## config.mk

```make
export PLATFORM = sky130hd
export DESIGN_NAME = ev_indic_mc
export DESIGN_NICKNAME = d
export VERILOG_FILES = /design/src/rtl/ev_indic_mc.sv
export SDC_FILE = /design/constraint.sdc
export NUM_CORES = 1
export LEC_CHECK = 0
export ABC_AREA = 1
export CAP_MARGIN = 20
export CORE_MARGIN = 2
export CORE_UTILIZATION = 50
export CTS_CLUSTER_DIAMETER = 60
export DETAILED_ROUTE_END_ITERATION = 10
export GPL_TIMING_DRIVEN = 1
export PLACE_DENSITY = 0.77
export SLEW_MARGIN = 10
export SYNTH_ARGS = -nofsm -noshare
export SYNTH_HDL_FRONTEND = slang
export SYNTH_SLANG_ARGS = --single-unit
export TNS_END_PERCENT = 20
```

## constraint.sdc

```tcl
create_clock -name src_clk -period 3.9 [get_ports src_clk]
set_input_delay 0.39 -clock src_clk [delete_from_list [all_inputs] [get_ports src_clk]]
set_output_delay 0.39 -clock src_clk [all_outputs]
set_load 0.02 [all_outputs]
```

## src/rtl/ev_indic_mc.sv

```systemverilog
// Purpose : multi-channel event indicator; each detected src_ev event becomes a
//           dst_ev window counted in dst_clk transitions, so a slow domain sees it.
// Latency : trigger -> busy next src_clk edge; dst_ev after STRETCH-1 counted dst_clk
//           transitions (each seen SYNC src_clk edges after capture). No backpressure:
//           events during a window queue in a saturating counter; overflow is sticky.
// Ports   : src_clk/src_rstz  clock, async active-low reset
//           dst_clk           destination clock, sampled as data
//           src_ev[NCH]       event inputs
//           mode[2*NCH]       per channel {00 rise, 01 fall, 10 both, 11 level-high}
//           en[NCH]           channel enable (low also flushes pending events)
//           ovf_clr[NCH]      clear sticky overflow (a same-cycle set wins)
//           dst_ev[NCH]       stretched indication, busy[NCH] window in progress,
//           ovf[NCH]          sticky pending-queue overflow

module ev_indic_mc #(
   parameter int NCH     = 4,
   parameter int STRETCH = 8,
   parameter int PCNT_W  = 3,
   parameter int SYNC    = 2
) (
   input  logic             src_clk,
   input  logic             src_rstz,
   input  logic             dst_clk,
   input  logic [NCH-1:0]   src_ev,
   input  logic [2*NCH-1:0] mode,
   input  logic [NCH-1:0]   en,
   input  logic [NCH-1:0]   ovf_clr,
   output logic [NCH-1:0]   dst_ev,
   output logic [NCH-1:0]   busy,
   output logic [NCH-1:0]   ovf
);

   localparam int CNT_W = $clog2(2 * STRETCH);

   localparam logic [CNT_W-1:0]  CNT_ONE  = CNT_W'(1);
   localparam logic [CNT_W-1:0]  CNT_LAST = CNT_W'(2 * STRETCH - 1);
   localparam logic [PCNT_W-1:0] PEND_ONE = PCNT_W'(1);
   localparam logic [PCNT_W-1:0] PEND_MAX = '1;

   localparam logic [1:0] MODE_RISE  = 2'b00;
   localparam logic [1:0] MODE_FALL  = 2'b01;
   localparam logic [1:0] MODE_BOTH  = 2'b10;
   localparam logic [1:0] MODE_LEVEL = 2'b11;

   // ------------------------------------------------------------------
   // Shared dst_clk sampler. s_q[0] is the raw capture; the compare of the
   // two oldest stages means a transition captured at edge e is counted at
   // edge e+SYNC, and both rising and falling dst_clk transitions count.
   // ------------------------------------------------------------------
   logic [SYNC:0] s_q;
   logic [SYNC:0] s_d;
   logic          dst_edge;

   always_comb begin
      s_d = {s_q[SYNC-1:0], dst_clk};
   end

   assign dst_edge = s_q[SYNC] ^ s_q[SYNC-1];

   always_ff @(posedge src_clk or negedge src_rstz) begin
      if (!src_rstz) begin
         s_q <= '0;
      end else begin
         s_q <= s_d;
      end
   end

   // ------------------------------------------------------------------
   // Per-channel trigger, window counter, pending queue and overflow flag.
   // cnt_q == 0 is idle; 1..2*STRETCH-1 is a window. The MSB of cnt_q is
   // the dst_ev output, so the low phase lasts STRETCH-1 transitions and the
   // high phase STRETCH transitions.
   // ------------------------------------------------------------------
   for (genvar i = 0; i < NCH; i++) begin : g_ch
      logic              d_ev_q;
      logic              d_ev_d;
      logic [CNT_W-1:0]  cnt_q;
      logic [CNT_W-1:0]  cnt_d;
      logic [PCNT_W-1:0] pend_q;
      logic [PCNT_W-1:0] pend_d;
      logic              ovf_q;
      logic              ovf_d;

      logic [1:0]        ch_mode;
      logic              idle;
      logic              wrap;
      logic              trg_raw;
      logic              trg;
      logic              ovf_set;

      assign ch_mode = mode[2*i +: 2];
      assign idle    = (cnt_q == '0);
      // Last counted transition of the window.
      assign wrap    = !idle && dst_edge && (cnt_q == CNT_LAST);

      always_comb begin
         case (ch_mode)
            MODE_RISE:  trg_raw = src_ev[i] & ~d_ev_q;
            MODE_FALL:  trg_raw = ~src_ev[i] & d_ev_q;
            MODE_BOTH:  trg_raw = src_ev[i] ^ d_ev_q;
            MODE_LEVEL: trg_raw = src_ev[i] & idle;
            default:    trg_raw = 1'b0;
         endcase
      end

      assign trg = trg_raw & en[i];

      // The edge history tracks src_ev even while disabled, so re-enabling
      // does not fire on a stale level.
      always_comb begin
         d_ev_d = src_ev[i];
      end

      always_comb begin
         cnt_d   = cnt_q;
         pend_d  = pend_q;
         ovf_set = 1'b0;

         if (idle) begin
            if (trg) begin
               cnt_d = CNT_ONE;
            end
         end else if (wrap) begin
            // A queued event restarts immediately; a trigger landing on this
            // same cycle takes the freed slot, so the queue depth is unchanged.
            // Level-mode triggers cannot occur here (they need idle), so level
            // mode always passes through one idle cycle between windows.
            if (pend_q != '0) begin
               cnt_d = CNT_ONE;
               if (!trg) begin
                  pend_d = pend_q - PEND_ONE;
               end
            end else if (trg) begin
               cnt_d = CNT_ONE;
            end else begin
               cnt_d = '0;
            end
         end else begin
            if (dst_edge) begin
               cnt_d = cnt_q + CNT_ONE;
            end
            if (trg) begin
               if (pend_q == PEND_MAX) begin
                  ovf_set = 1'b1;
               end else begin
                  pend_d = pend_q + PEND_ONE;
               end
            end
         end

         // Disabling flushes the queue; the window in flight still completes.
         if (!en[i]) begin
            pend_d = '0;
         end

         // Set has priority over a coincident clear.
         ovf_d = ovf_set | (ovf_q & ~ovf_clr[i]);
      end

      always_ff @(posedge src_clk or negedge src_rstz) begin
         if (!src_rstz) begin
            d_ev_q <= 1'b0;
            cnt_q  <= '0;
            pend_q <= '0;
            ovf_q  <= 1'b0;
         end else begin
            d_ev_q <= d_ev_d;
            cnt_q  <= cnt_d;
            pend_q <= pend_d;
            ovf_q  <= ovf_d;
         end
      end

      assign dst_ev[i] = cnt_q[CNT_W-1];
      assign busy[i]   = |cnt_q;
      assign ovf[i]    = ovf_q;
   end

endmodule

```

==> metrics.txt <==
# TYPE chip_impl_metric gauge
chip_impl_info{name="status",value="finished clean"} 1
chip_impl_info{name="synth_ff_type",value="sky130_fd_sc_hd__dfrtp_1"} 1
chip_impl_metric{name="static-leakage-power",unit="uW"} 0.00189
chip_impl_info{name="worstSetupStartpoint",value="g_ch[3].cnt_q[0]"} 1
chip_impl_metric{name="post-route-min-period",unit="ns"} 2.09
chip_impl_metric{name="total_power",unit="uW"} 1950
chip_impl_metric{name="synth_seq_cells",unit=""} 39
chip_impl_info{name="path_class",value="reg -> out"} 1
chip_impl_metric{name="final_cell_count_no_fill",unit=""} 521
chip_impl_info{name="synthTopCellsByArea",value="sky130_fd_sc_hd__dfrtp_1, sky130_fd_sc_hd__nand2_1, sky130_fd_sc_hd__ha_1, sky130_fd_sc_hd__inv_1, sky130_fd_sc_hd__nand3_1"} 1
chip_impl_metric{name="clockBufferDepth",unit=""} 2
chip_impl_metric{name="start_util",unit=""} 0.520
chip_impl_metric{name="worstMarginPinSlew",unit="ns"} 0.900
chip_impl_metric{name="max_slew_margin",unit=""} 0.400
chip_impl_metric{name="die-width",unit="um"} 82.5
chip_impl_metric{name="worst_vdd_ir",unit="uV"} 262
chip_impl_metric{name="yosys.area.top_type_share",unit=""} 0.317
chip_impl_metric{name="dpl_worst_slack",unit="ns"} 1.71
chip_impl_metric{name="starting_drc_count_in_detailed_routing",unit=""} 87
chip_impl_metric{name="num_antenna_cells",unit=""} 0
chip_impl_metric{name="syn-instance-count",unit=""} 412
chip_impl_metric{name="cts.sink_count",unit=""} 39
chip_impl_metric{name="clkLatencyLatePin",unit="ns"} 0.30
chip_impl_metric{name="num_rows",unit=""} 28
chip_impl_metric{name="finalClockSkew",unit="ns"} 0.0124
chip_impl_metric{name="fin_setup_tns",unit="ns"} 0
chip_impl_metric{name="hpwl_after_detailed_placement",unit="mm"} 4.36
chip_impl_metric{name="crit_arrival",unit="ns"} 1.70
chip_impl_metric{name="power-per-cell-area",unit="mW/mm^2"} 544
chip_impl_metric{name="clk_transition_reported_paths",unit="ns"} 0.08
chip_impl_metric{name="area_growth_syn_to_layout",unit="%"} 16.4
chip_impl_metric{name="layout.cell_area.non_filler",unit="mm^2"} 0.00358
chip_impl_info{name="synth_area_leader_cell",value="sky130_fd_sc_hd__dfrtp_1"} 1
chip_impl_metric{name="wl_per_instance",unit="um"} 11.1
chip_impl_metric{name="detailroute.via_count",unit=""} 2563
chip_impl_metric{name="antenna_violating_nets_post_route",unit=""} 0
chip_impl_metric{name="fraction_of_registers_with_async_set_or_reset_after_synthesis",unit=""} 1.00
chip_impl_metric{name="cap_violations",unit=""} 0
chip_impl_metric{name="avgViaCountPerCell",unit=""} 4.92
chip_impl_metric{name="die_height",unit="um"} 82.5
chip_impl_info{name="holdCritPathClass",value="in -> async"} 1
chip_impl_metric{name="post_synth.cell_area_avg",unit="um^2"} 7.47
chip_impl_metric{name="core-area",unit="mm^2"} 0.00592
chip_impl_metric{name="period_share",unit=""} 0.536
chip_impl_metric{name="detailed_place.area",unit="mm^2"} 0.00345
chip_impl_metric{name="number_of_distinct_library_cells_after_synthesis",unit=""} 29
chip_impl_metric{name="post_cts_hold_buffer_count",unit=""} 0
chip_impl_info{name="mostFrequentLayoutCells",value="sky130_fd_sc_hd__nand2_1, sky130_fd_sc_hd__inv_1, sky130_fd_sc_hd__dfrtp_1"} 1
chip_impl_metric{name="postCtsSetupRepairBufs",unit=""} 0
chip_impl_metric{name="numCtsBuffers",unit=""} 5
chip_impl_metric{name="grt-ovfl-total",unit=""} 0
chip_impl_metric{name="setup_viol_count_final",unit=""} 0
chip_impl_metric{name="antenna_found_initial",unit=""} 0
chip_impl_metric{name="drive_above_1_share",unit=""} 0.141
chip_impl_info{name="rsz0062_at_grt",value="false"} 1
chip_impl_info{name="r2r_start",value="g_ch[2].cnt_q[0]"} 1
chip_impl_metric{name="totalWireLength",unit="mm"} 5.80
chip_impl_info{name="cts_tree",value="done"} 1
chip_impl_metric{name="fp.dieArea",unit="mm^2"} 0.00680
chip_impl_info{name="master_cell_of_the_clock_root_buffer",value="sky130_fd_sc_hd__clkbuf_8"} 1
chip_impl_metric{name="clock_tree.htree_level_count",unit=""} 2
chip_impl_metric{name="synth_nets",unit=""} 463
chip_impl_metric{name="grt_max_degree",unit=""} 40
chip_impl_info{name="final_common_cell",value="sky130_fd_sc_hd__nand2_1"} 1
chip_impl_metric{name="post-route-worst-setup-slack",unit="ns"} 1.81
chip_impl_info{name="worstSetupEndpointType",value="output port"} 1
chip_impl_metric{name="timing.fmax",unit="MHz"} 478
chip_impl_metric{name="grt_first_pass_wirelength",unit="mm"} 10.0
chip_impl_metric{name="seq_area_frac_synth",unit=""} 0.317
chip_impl_metric{name="top_level_ports",unit=""} 35
chip_impl_metric{name="syn_area",unit="mm^2"} 0.00308
chip_impl_metric{name="cts_resized",unit=""} 0
chip_impl_metric{name="number_of_global_route_vias_before_repair",unit=""} 2452
chip_impl_metric{name="gr-usage-all-layers",unit=""} 0.189
chip_impl_metric{name="place.port_buffers",unit=""} 34
chip_impl_metric{name="slew_violations",unit=""} 0
chip_impl_metric{name="first_pass_iters",unit=""} 4
chip_impl_metric{name="synthesis.yosys.warnings",unit=""} 0
chip_impl_metric{name="cp.required",unit="ns"} 3.51
chip_impl_metric{name="synth-edff-count",unit=""} 0
chip_impl_metric{name="report.final.hold_viol_count",unit=""} 0
chip_impl_metric{name="finish.net_count",unit=""} 496
chip_impl_metric{name="worstPathMaxFanout",unit=""} 4
chip_impl_metric{name="drc_errors",unit=""} 0
chip_impl_metric{name="routabilityCongestion",unit=""} 0.881
chip_impl_info{name="critical_path.startpoint_type",value="register"} 1
chip_impl_metric{name="placedCellCount",unit=""} 513
-- report_power, final --
part	switching (uW)	internal (uW)	total [uW]
Sequential	130	530	660
Clock	158	255	413
Combinational	516	359	875
-- sequential cells by signal (all words and copies together), names as in the netlist --
name	flops
g_ch.d_ev_q	4
g_ch.pend_q	12
g_ch.cnt_q	16
g_ch.ovf_q	4
s_q	3
-- Yosys cell counts (7+ instances only) --
master / count
sky130_fd_sc_hd__o21ai_0: 13
sky130_fd_sc_hd__nand2_1: 91
sky130_fd_sc_hd__nor2_4: 7
sky130_fd_sc_hd__inv_1: 72
sky130_fd_sc_hd__inv_2: 8
sky130_fd_sc_hd__a21oi_1: 13
sky130_fd_sc_hd__nor2_1: 22
sky130_fd_sc_hd__nand4_1: 9
sky130_fd_sc_hd__nor2_2: 7
sky130_fd_sc_hd__nand2_2: 14
sky130_fd_sc_hd__buf_4: 8
sky130_fd_sc_hd__dfrtp_1: 39
sky130_fd_sc_hd__ha_1: 26
sky130_fd_sc_hd__o21ai_1: 11
sky130_fd_sc_hd__nand3_2: 10
sky130_fd_sc_hd__nand3_1: 28
-- per-layer routing --
layer / vias up / track usage / part of all wire
li1: 1358 / - / -
met1: 1167 / 0.226 / 0.46
met2: 32 / 0.341 / 0.50
met3: 6 / 0.0293 / 0.025
met4: 0 / 0.0683 / 0.015
met5: - / 0 / 0
-- final timing paths --
check	to	cells past startpoint	slack (ns)
max	busy[3]	4	1.81
min	g_ch[0].cnt_q[1]	1	0.22
min reg2reg	s_q[1]	0	0.38
max in group asynchronous	g_ch[3].cnt_q[1]	1	3.12
max reg2reg	g_ch[2].pend_q[2]	11	1.93
min in group src_clk	s_q[1]	0	0.38
-- critical path, cell delays in order, from the launching register on --
cell and delay (ns):
sky130_fd_sc_hd__dfrtp_1 0.40, sky130_fd_sc_hd__inv_1 0.08, sky130_fd_sc_hd__ha_1 0.20, sky130_fd_sc_hd__nand3_2 0.12, sky130_fd_sc_hd__clkdlybuf4s50_1 0.61
-- layout make-up --
class                   instances  area, um^2
multi-input cells             282        1730
inverters                      83         314
fillers                       543        2340
well taps                      75        93.8
repair buffers                 34         335
clock inverters                 3        67.6
clock buffers                   5        68.8
flip-flops and latches         39         976
-- stage by stage --
stage | utilization | hold WS, ns
3_5_place_dp | 0.582 | 0.360
3_3_place_gp | 0.582 | 0.354
6_report | 0.605 | 0.218
2_1_floorplan | - | 0.0944
5_1_grt | 0.605 | 0.282
4_1_cts | 0.605 | 0.236
-- cells by family (layout without fill, tap and decap cells) --
logic type                 Yosys count  after routing  share of synthesized area
AOI/OAI and AO/OA                   47             47                     0.0854
xor gates and xnor gates             6              6                     0.0171
adders and majority gates           28             28                      0.119
buffers and inverters               91            125                      0.122
DFF                                 39             39                      0.317
and+or+nand+nor                    201            201                      0.340
Note: power is estimated with default switching activity, not from simulation.
